**config.mk**
```make
export PLATFORM = sky130hd
export DESIGN_NAME = serial_adder
export DESIGN_NICKNAME = d
export VERILOG_FILES = /design/src/rtl/serial_adder.sv
export SDC_FILE = /design/constraint.sdc
export NUM_CORES = 1
export LEC_CHECK = 0
export BUFFER_PORTS_ARGS = -buffer_cell sky130_fd_sc_hd__buf_2
export CORE_MARGIN = 4
export CORE_UTILIZATION = 55
export CTS_BUF_LIST = sky130_fd_sc_hd__clkbuf_4 sky130_fd_sc_hd__clkbuf_8
export CTS_CLUSTER_SIZE = 8
export DETAILED_ROUTE_END_ITERATION = 10
export GPL_ROUTABILITY_DRIVEN = 0
export PLACE_DENSITY = 0.82
export SYNTH_ARGS = -nofsm -noshare
export SYNTH_HDL_FRONTEND = slang
export SYNTH_HIERARCHICAL = 1
export SYNTH_SLANG_ARGS = --single-unit
```
**constraint.sdc**
```tcl
create_clock -name clk -period 2.7 [get_ports clk]
set_clock_uncertainty 0.05 [all_clocks]
set_input_delay 0.27 -clock clk [delete_from_list [all_inputs] [get_ports clk]]
set_output_delay 0.27 -clock clk [all_outputs]
set_load 0.01 [all_outputs]
```
**src/rtl/serial_adder.sv**
```systemverilog
// Bit-serial WIDTH-bit adder: one full adder plus a carry flip-flop, LSB first,
// with a start/busy/done handshake and registered result outputs.

module full_adder (
  input  logic a_i,
  input  logic b_i,
  input  logic cin_i,
  output logic sum_o,
  output logic cout_o
);

  assign sum_o  = a_i ^ b_i ^ cin_i;
  assign cout_o = (a_i & b_i) | (cin_i & (a_i ^ b_i));

endmodule

module serial_adder #(
  parameter int unsigned WIDTH = 8
) (
  input  logic             clk,
  input  logic             rst,
  input  logic             start,
  input  logic [WIDTH-1:0] a,
  input  logic [WIDTH-1:0] b,
  input  logic             cin,
  output logic             busy,
  output logic             done,
  output logic [WIDTH-1:0] sum,
  output logic             cout
);

  localparam int unsigned CNT_W = $clog2(WIDTH + 1);

  localparam logic [1:0] S_IDLE = 2'd0;
  localparam logic [1:0] S_RUN  = 2'd1;
  localparam logic [1:0] S_DONE = 2'd2;

  logic [1:0]       state_q, state_d;
  logic [WIDTH-1:0] a_q, a_d;
  logic [WIDTH-1:0] b_q, b_d;
  logic [WIDTH-1:0] acc_q, acc_d;
  logic             carry_q, carry_d;
  logic [CNT_W-1:0] cnt_q, cnt_d;
  logic             busy_q, busy_d;
  logic             done_q, done_d;
  logic [WIDTH-1:0] sum_q, sum_d;
  logic             cout_q, cout_d;

  logic             fa_sum;
  logic             fa_cout;
  logic [WIDTH-1:0] acc_shift;
  logic             load;

  full_adder u_fa (
    .a_i    (a_q[0]),
    .b_i    (b_q[0]),
    .cin_i  (carry_q),
    .sum_o  (fa_sum),
    .cout_o (fa_cout)
  );

  // New sum bit enters at the MSB so bit 0 lands in place after WIDTH shifts
  assign acc_shift = (acc_q >> 1) | (WIDTH'(fa_sum) << (WIDTH - 1));

  always_comb begin
    state_d = state_q;
    a_d     = a_q;
    b_d     = b_q;
    acc_d   = acc_q;
    carry_d = carry_q;
    cnt_d   = cnt_q;
    busy_d  = busy_q;
    done_d  = 1'b0;
    sum_d   = sum_q;
    cout_d  = cout_q;
    load    = 1'b0;

    case (state_q)
      S_IDLE: load = start;
      S_RUN: begin
        a_d     = a_q >> 1;
        b_d     = b_q >> 1;
        acc_d   = acc_shift;
        carry_d = fa_cout;
        cnt_d   = cnt_q + CNT_W'(1);
        if (cnt_q == CNT_W'(WIDTH - 1)) begin
          state_d = S_DONE;
          sum_d   = acc_shift;
          cout_d  = fa_cout;
          done_d  = 1'b1;
          busy_d  = 1'b0;
        end
      end
      S_DONE: begin
        state_d = S_IDLE;
        load    = start;
      end
      default: begin
        state_d = S_IDLE;
        busy_d  = 1'b0;
      end
    endcase

    // Result registers are left untouched on accept so the last result stays visible
    if (load) begin
      state_d = S_RUN;
      a_d     = a;
      b_d     = b;
      acc_d   = '0;
      carry_d = cin;
      cnt_d   = '0;
      busy_d  = 1'b1;
    end
  end

  always_ff @(posedge clk) begin
    if (rst) begin
      state_q <= S_IDLE;
      a_q     <= '0;
      b_q     <= '0;
      acc_q   <= '0;
      carry_q <= 1'b0;
      cnt_q   <= '0;
      busy_q  <= 1'b0;
      done_q  <= 1'b0;
      sum_q   <= '0;
      cout_q  <= 1'b0;
    end else begin
      state_q <= state_d;
      a_q     <= a_d;
      b_q     <= b_d;
      acc_q   <= acc_d;
      carry_q <= carry_d;
      cnt_q   <= cnt_d;
      busy_q  <= busy_d;
      done_q  <= done_d;
      sum_q   <= sum_d;
      cout_q  <= cout_d;
    end
  end

  assign busy = busy_q;
  assign done = done_q;
  assign sum  = sum_q;
  assign cout = cout_q;

endmodule

```
# Word-level counts from Yosys, hierarchy flattened
# Cells that the tools add are included.
dict set report op_classes {
  add_sub_neg 1
  eq_ne 7
  n_mux 14
  bitwise_logic 8
  reduce_logical 9
}
# cell n
set op_table {}
lappend op_table {{two-way mux 8 bit} 4}
lappend op_table {{OR 7 x 8 -> 8 bit} 1}
lappend op_table {{AND reduction 2 bit} 4}
lappend op_table {{two-way mux 1 bit} 7}
lappend op_table {{OR reduction 2 bit} 3}
lappend op_table {{adder 4 x 1 -> 4 bit, second input constant} 1}
lappend op_table {{== test 4 x 3 -> 1 bit, second input constant} 1}
lappend op_table {{!= test 2 bit, second input constant} 2}
lappend op_table {{case mux 2 bit (2 select lines)} 1}
lappend op_table {{!= test 3 bit, second input constant} 1}
lappend op_table {{AND 1 bit} 2}
lappend op_table {{== test 2 x 1 -> 1 bit, second input constant} 1}
lappend op_table {{== test 2 bit, second input constant} 1}
lappend op_table {{logical NOT 2 bit} 1}
lappend op_table {{two-way mux 2 bit} 1}
lappend op_table {{!= test 2 x 1 -> 1 bit, second input constant} 1}
lappend op_table {{NOT 1 bit} 2}
lappend op_table {{case mux 1 bit (2 select lines)} 1}
lappend op_table {{nonzero test 2 bit} 1}
lappend op_table {{bitwise XOR 1 bit} 2}
lappend op_table {{OR 1 bit} 1}
dict set report totals {
  regBits 42
  input_bits 20
  word_cells 50
}

# Logic depth before layout (Yosys ltp)
# Gate-level depths: netlist (run 1).
dict set report logic_depth {
  ltp_word 5
  depth_mapped 5
  depth_no_buf 4
}

# By module
# The synthesis (run 1) kept the hierarchy.
# mod instances cells_each area_each_um2 seq_area_each_um2
set by_module_without_submodules {}
lappend by_module_without_submodules {serial_adder 1 193 1717.9 820.8}
lappend by_module_without_submodules {full_adder 1 1 20.0 0.0}

# Worst setup path before layout (run 1)
# OpenSTA, ideal clock, no wires.
dict set report synth_path {
  kind {flip-flop to flip-flop}
  startpoint {register cnt_q[0]}
  endpoint {register cout_q (netlist: cout)}
  setup_ps 72
  arrival_ps 1165
  path_slack_ps 1413
  stages_incl_launch_ff 5
  cell_sequence {dfxtp_1 > ha_1 > nand3b_1 > nor2_4 > mux2i_1}
}
dict set report synth_via {
  elab_chain_len 2
}
# item line_no
set synth_rtl {}
lappend synth_rtl {{start: declaration} 43} ;# logic [CNT_W-1:0] cnt_q, cnt_d;
lappend synth_rtl {{start signal: assignment} 134} ;# cnt_q <= cnt_d;
lappend synth_rtl {{== test 4 x 3 -> 1 bit} 86} ;# if (cnt_q == CNT_W'(WIDTH - 1)) begin
lappend synth_rtl {{AND reduction 2 bit (no line)} n/a}
lappend synth_rtl {{end signal: assignment} 138} ;# cout_q <= cout_d;
lappend synth_rtl {{end: declaration} 47} ;# logic cout_q, cout_d;
# Every way passes these cells.
# A chain may end at the register's enable or synchronous reset.

# Worst setup path in the final report (run 1)
dict set report layout_path {
  startpoint {register state_q[1]}
  endpoint {register a_q[2]}
}
dict set report layout_via {
  elab_chain_len 4
}
# item line_no
set layout_rtl {}
lappend layout_rtl {{start: declaration} 38} ;# logic [1:0] state_q, state_d;
lappend layout_rtl {{start signal: assignment} 129} ;# state_q <= state_d;
lappend layout_rtl {{== test 2 bit / logical NOT 2 bit (equally long branches)} 78} ;# case (state_q)
lappend layout_rtl {{OR reduction 2 bit (no line)} n/a}
lappend layout_rtl {{two-way mux 1 bit} 78}
lappend layout_rtl {{two-way mux 8 bit / nonzero test 2 bit (equally long branches)} n/a}
lappend layout_rtl {{end signal: assignment} 119} ;# a_q <= '0;
lappend layout_rtl {{end signal: assignment} 130} ;# a_q <= a_d;
lappend layout_rtl {{end: declaration} 39} ;# logic [WIDTH-1:0] a_q, a_d;
# Parallel ways exist; a longest one is shown, timed or not.

==> results of run 1 <==
logic make-up after synthesis:
kind of cell | count (synthesis) | synth area share, %
adders and majority gates | 2 | 1.87
buffers and inverters | 14 | 4.89
DFF | 41 | 47.2
and+or+nand+nor | 94 | 25.3
muxes | 10 | 5.76
xor gates and xnor gates | 2 | 1.01
AOI/OAI and AO/OA | 31 | 14.0
layer usage:
metal | vias up | share of wire [%] | routed length [µm]
met5 | - | 0 | 0
met4 | 0 | 1.6 | 53
met3 | 8 | 6.2 | 208
met2 | 31 | 46 | 1530
met1 | 632 | 46 | 1550
li1 | 714 | - | -
critical path: stages, from the launching register on:
cell and delay [ps]:
dfxtp_1 370, nand2b_1 590, buf_4 290, nand2_1 80
a311oi_2 270
layout make-up:
class	instances	area [µm²]	area share (%)
Timing Repair Buffer	36	195	9.80
Tap cell	44	55.1	2.76
Sequential cell	41	821	41.2
Multi-Input combinational cell	139	832	41.8
Clock inverter	2	37.5	1.88
Clock buffer	6	51.3	2.58
how the worst max path moves through the flow:
stage,start,to,cells past startpoint
4_1_cts,state_q[1]$_SDFFE_PP0P_,a_q[2]$_SDFFE_PP0P_,4
6_report,state_q[1]$_SDFFE_PP0P_,a_q[2]$_SDFFE_PP0P_,4
5_1_grt,state_q[0]$_SDFFE_PP0P_,acc_q[1]$_SDFFE_PP0P_,3
2_1_floorplan,cnt_q[0]$_SDFFE_PP0P_,cout$_SDFFE_PP0P_,4
3_3_place_gp,state_q[0]$_SDFFE_PP0P_,acc_q[3]$_SDFFE_PP0P_,3
3_5_place_dp,state_q[1]$_SDFFE_PP0P_,a_q[2]$_SDFFE_PP0P_,4
through the flow:
stage | total power [µW] | instances | instance area (µm²)
after global placement | 788 | 260 | 1900
final | 1210 | 268 | 1990
after global routing | 1260 | 268 | 1990
after floorplan | 758 | 194 | 1740
after detailed placement | 791 | 260 | 1900
after CTS | 1210 | 268 | 1990
sequential cells by signal, indices dropped and copies added, names as in the netlist:
| register | count |
|---|---|
| cout | 1 |
| state_q | 2 |
| a_q | 8 |
| carry_q | 1 |
| busy | 1 |
| sum | 8 |
| b_q | 8 |
| cnt_q | 4 |
| acc_q | 7 |
| done | 1 |
power by group through the flow:
stage	sequential, µW	combinational [µW]	clock, µW
2_1_floorplan	658	101	0
3_3_place_gp	661	127	0
3_5_place_dp	662	129	0
4_1_cts	649	130	435
5_1_grt	653	145	465
6_report	649	129	430
synthesized netlist by cell type (all sizes together):
master	number	area (µm²)
nor3	3	15.0
nand3	5	25.0
nor2b	1	6.26
and2b	1	7.51
clkbuf	5	18.8
ha	1	12.5
a21oi	14	70.1
or3	1	6.26
o21ai	1	5.00
nor2	17	71.3
buf	9	66.3
a311oi	13	145
mux2i	10	100
xor2	1	8.76
a22oi	2	15.0
nand2b	21	131
o21bai	1	7.51
dfxtp	41	821
xnor2	1	8.76
nand3b	2	15.0
nand2	43	161
fa	1	20.0
cells in the final DEF (no fill, tap or decap):
master / n
bufinv_16: 1
mux2i_1: 10
nor2_4: 1
xor2_1: 1
clkbuf_4: 5
xnor2_1: 1
and2b_1: 1
nand2_1: 43
a311oi_2: 5
clkinvlp_4: 1
o21bai_1: 1
nand2b_1: 21
fa_1: 1
ha_1: 1
nand3_1: 5
o21ai_0: 1
nor3_1: 3
a22oi_1: 2
a21oi_1: 14
nand3b_1: 2
or3_1: 1
buf_2: 30
dfxtp_1: 41
nor2b_1: 1
a311oi_1: 8
clkbuf_8: 1
nor2_1: 16
buf_4: 6
==> impl_metrics.ini, run 1 <==
[power_and_ir_drop]
p_per_area_nw_per_um2 = 607
pwr-share-seq_pct = 53.7
p_comb_share_pct = 10.7
pwr-share-clk_pct = 35.6
power_switching_share_pct = 25.0
leakage_uw = 0.000740
power.internal_uw = 907
switching_power_uw = 302
ir_drop_mv = 0.611

[min_path]
hold_start = b[7]
hold_depth = 3
min_to = b_q[7]$_SDFFE_PP0P_
hold_class = in -> reg

[floorplan]
die_x_um = 64.2
start_util_pct = 57.4
core_area_um2 = 3030
rows = 20
dieArea_um2 = 4120
io_pins = 31
die_h_um = 64.2

[final_layout]
utilization_pct = 65.8
nFillCells = 257
antenna_cells = 0
area_growth_pct = 14.6
nNetsFinal = 245
drive_above_1_share_pct = 22.3

[worst_setup_path]
worstReg2RegEnd = a_q[2]$_SDFFE_PP0P_
r2r-start = state_q[1]$_SDFFE_PP0P_
worstPathArrival_ps = 1950
path_max_fanout = 20
critPathLaunchType = flop
rrSetupSlack_ps = 960
crit_type = reg -> reg
reg2reg_depth = 4
required_ps = 2920
cp-end-kind = flop

[clock_tree]
htreeDepth = 2
cts_sinks = 41
path_clk_slew_ps = 120
worstSkewPairLatency_ps = 370
ctsHoldBuffers = 0
cts_resized = 0
numCtsBuffers = 5
post_cts_buffers = 0
root_buffer = clkbuf_4
cts_tree = yes
clk_path_buf_depth = 2

[sta]
slew_headroom_pct = 51.4
clock.fmax_mhz = 576
final.setup.tns_ps = 0
period_share_pct = 64.3
slew_viol_final = 0
hold_viol = 0
setup_viol = 0
fin_crit_ps = 1740
hold_ws_ps = 76.7
rsz0062_at_grt = no
worstMarginPinSlew_ps = 729
worst_slack_ps = 963

[placed_design]
dp_slack_ps = 1010
port_buffers = 30
dp_hpwl_mm = 2.25

[logic_synthesis]
synth.net_count = 216
ys_ff_latch = 41
syn_area_per_cell_um2 = 8.96
synth_cell_types = 27
synth-seq-area-share_pct = 47.2
synthesis.area_um2 = 1740
yosys_warnings = 6
postSynthCellCount = 194

[route]
first_pass_iters = 4
via_per_inst = 5.17
drc = 0
finalWirelength_mm = 3.34
antenna_left = 0
drtIter0Drc = 56
wl_per_cell_um = 12.5
vias = 1385

[flow_run]
maxCapViolCount = 0

[status]
status = completed

[global_routing]
grtUsageMet1_pct = 22.6
use_met3_pct = 6.15
grt_usage_pct = 18.1
grt_pass1_vias = 1291
grt_max_degree = 41
grt.met2_usage_pct = 28.5
gr-total-overflow = 0
grt-busiest-layer = met2
grt_pass1_wl_mm = 5.77
antenna_found_initial = 0
(Power assumes the default switching activity.)
==> run 2, diff against run 1 <==
- ABC_AREA: default -> 1
- PLACE_DENSITY: 0.82 -> 0.81
- clock period: 2.7 -> 1.6 ns (I/O delays scaled with it)
==> run 2 against run 1 <==
  * Global-route usage is 1.0 points higher
  * Cell count grew 24%
  * Largest power group unchanged
  * Power rose by 65%
  * Sequential power rose by 69%
  * Die area is 3.0% higher
  * Setup slack lost 790 ps
  * Critical endpoint is now sum[7]$_SDFFE_PP0P_
  * Wire length up 9.7%
  * Via count up 17%
  * Fmax rose by 22%
  * Critical path depth grew 2
  * Sequential cell count unchanged
==> impl_metrics.ini, run 2 <==
[floorplan]
io_pins = 31
dieArea_um2 = 4250
core_area_um2 = 3080
die_h_um = 65.2
die_x_um = 65.2
rows = 20
start_util_pct = 58.4

[route]
drc = 0
finalWirelength_mm = 3.67
via_per_inst = 4.86
drtIter0Drc = 101
vias = 1615
first_pass_iters = 4
antenna_left = 0
wl_per_cell_um = 11.1

[logic_synthesis]
synth.net_count = 275
syn_area_per_cell_um2 = 7.11
synth-seq-area-share_pct = 45.7
yosysMostFrequentCell = nand2_1
ys_ff_latch = 41
postSynthCellCount = 253
synth_area_leaders = dfxtp_1 46%, nand2_1 15%, nand3_1 7.5%
ys.flop_type = dfxtp_1
async_flop_share_pct = 0
yosys_warnings = 6
synth_edf_count = 0
yosys.area.top_type = dfxtp_1
synthTopCellsByCount = 70 x nand2_1, 41 x dfxtp_1, 32 x inv_1
synthesis.area_um2 = 1800
synth_cell_types = 20
netlist.area_leader.share_pct = 45.7

[clock_tree]
numCtsBuffers = 5
cts_sinks = 41
cts_tree = yes
root_buffer = clkbuf_4
worstSkewPairLatency_ps = 350
clk_path_buf_depth = 2
htreeDepth = 2
path_clk_slew_ps = 130
post_cts_buffers = 0

[worst_setup_path]
required_ps = 1800
crit_type = reg -> reg
critPathLaunchType = flop
reg2reg_depth = 6
worstPathArrival_ps = 1630
cp-end-kind = flop
path_max_fanout = 18

[sta]
worstMarginPinSlew_ps = 353
fin_crit_ps = 1420
worst_slack_ps = 177
final.setup.tns_ps = 0
hold_viol = 0
setup_viol = 0
period_share_pct = 89.0
slew_headroom_pct = 76.4
slew_viol_final = 0
clock.fmax_mhz = 703
rsz0062_at_grt = no

[global_routing]
grt_pass1_vias = 1501
antenna_found_initial = 0
grt_usage_pct = 19.1
grt_pass1_wl_mm = 6.31
gr-total-overflow = 0
grt_max_degree = 19

[final_layout]
drive_above_1_share_pct = 17.7
area_growth_pct = 14.7
layout_common_cells = 70 x nand2_1, 41 x dfxtp_1, 32 x inv_1
final_area_um2 = 2060
final_common_cell = nand2_1
fin_cells = 332
nNetsFinal = 310
antenna_cells = 0

[placed_design]
port_buffers = 30
dp_hpwl_mm = 2.57
dp_slack_ps = 202
placed_cell_area_um2 = 1980
dp_cells = 324

[power_and_ir_drop]
ir_drop_mv = 0.676
p_per_area_nw_per_um2 = 969
leakage_uw = 0.000991

[flow_run]
maxCapViolCount = 0

[min_path]
hold_class = in -> reg
hold_depth = 3

[status]
status = completed
-- run 2: cell count changes after synthesis, sizes merged, moves of 6 or more --
cell / change
inv: +36
mux2i: -10
nand3: +22
a21oi: +6
o21ai: +15
nand2b: -21
a311oi: -13
nand2: +28
-- run 2: final cells by class --
class | count | area (µm²)
clock buffers | 5 | 37.5
clock inverters | 2 | 35.0
fillers | 291 | 1020
inverters | 36 | 138
multi-input cells | 166 | 763
flip-flops and latches | 41 | 821
well taps | 44 | 55.1
repair buffers | 38 | 213
-- run 2: layer usage --
| metal | GRT usage [%] | share of wire [%] |
|---|---|---|
| met5 | 0 | 0 |
| met4 | 9.84 | 1.9 |
| met3 | 4.44 | 4.4 |
| met2 | 30.2 | 46 |
| met1 | 24.2 | 48 |
-- run 2: cell families after synthesis --
logic type	synth area share [%]
AOI/OAI and AO/OA	10.0
buffers and inverters	11.9
adders and majority gates	1.81
DFF	45.7
and+or+nand+nor	30.6
-- run 2: power breakdown --
group / switching (µW) / total, µW / internal, µW
Sequential: 32.3 / 1100 / 1070
Clock: 328 / 646 / 318
Combinational: 154 / 252 / 97.1
Total: 515 / 2000 / 1480
-- run 2: final timing paths --
kind	startpoint	to	slack, ps
min reg2reg	sum[6]$_SDFFE_PP0P_	sum[6]$_SDFFE_PP0P_	420
min	b[7]	b_q[7]$_SDFFE_PP0P_	10
max reg2reg	cnt_q[0]$_SDFFE_PP0P_	sum[7]$_SDFFE_PP0P_	180
max	cnt_q[0]$_SDFFE_PP0P_	sum[7]$_SDFFE_PP0P_	180
-- run 2: repair_timing --
item,CTS,global route
hold buffers,1,0
endpoints found under the setup margin,0,0
hold endpoints to repair,1,0
gates resized for setup,0,0
-- run 2: through the flow --
stage,util [%],total power (µW),hold slack (ps)
3_5_place_dp,64.3,1370,354
2_1_floorplan,-,1300,179
5_1_grt,67.0,2100,20.5
4_1_cts,67.0,2000,11.5
6_report,67.0,2000,14.4
3_3_place_gp,64.3,1360,346
-- run 2: critical path: stages, from the launching register on --
cell,delay [ps]
dfxtp_1,390
ha_1,200
nand3_1,210
nor2_8,250
inv_1,100
nand3_1,80
nand2_1,50
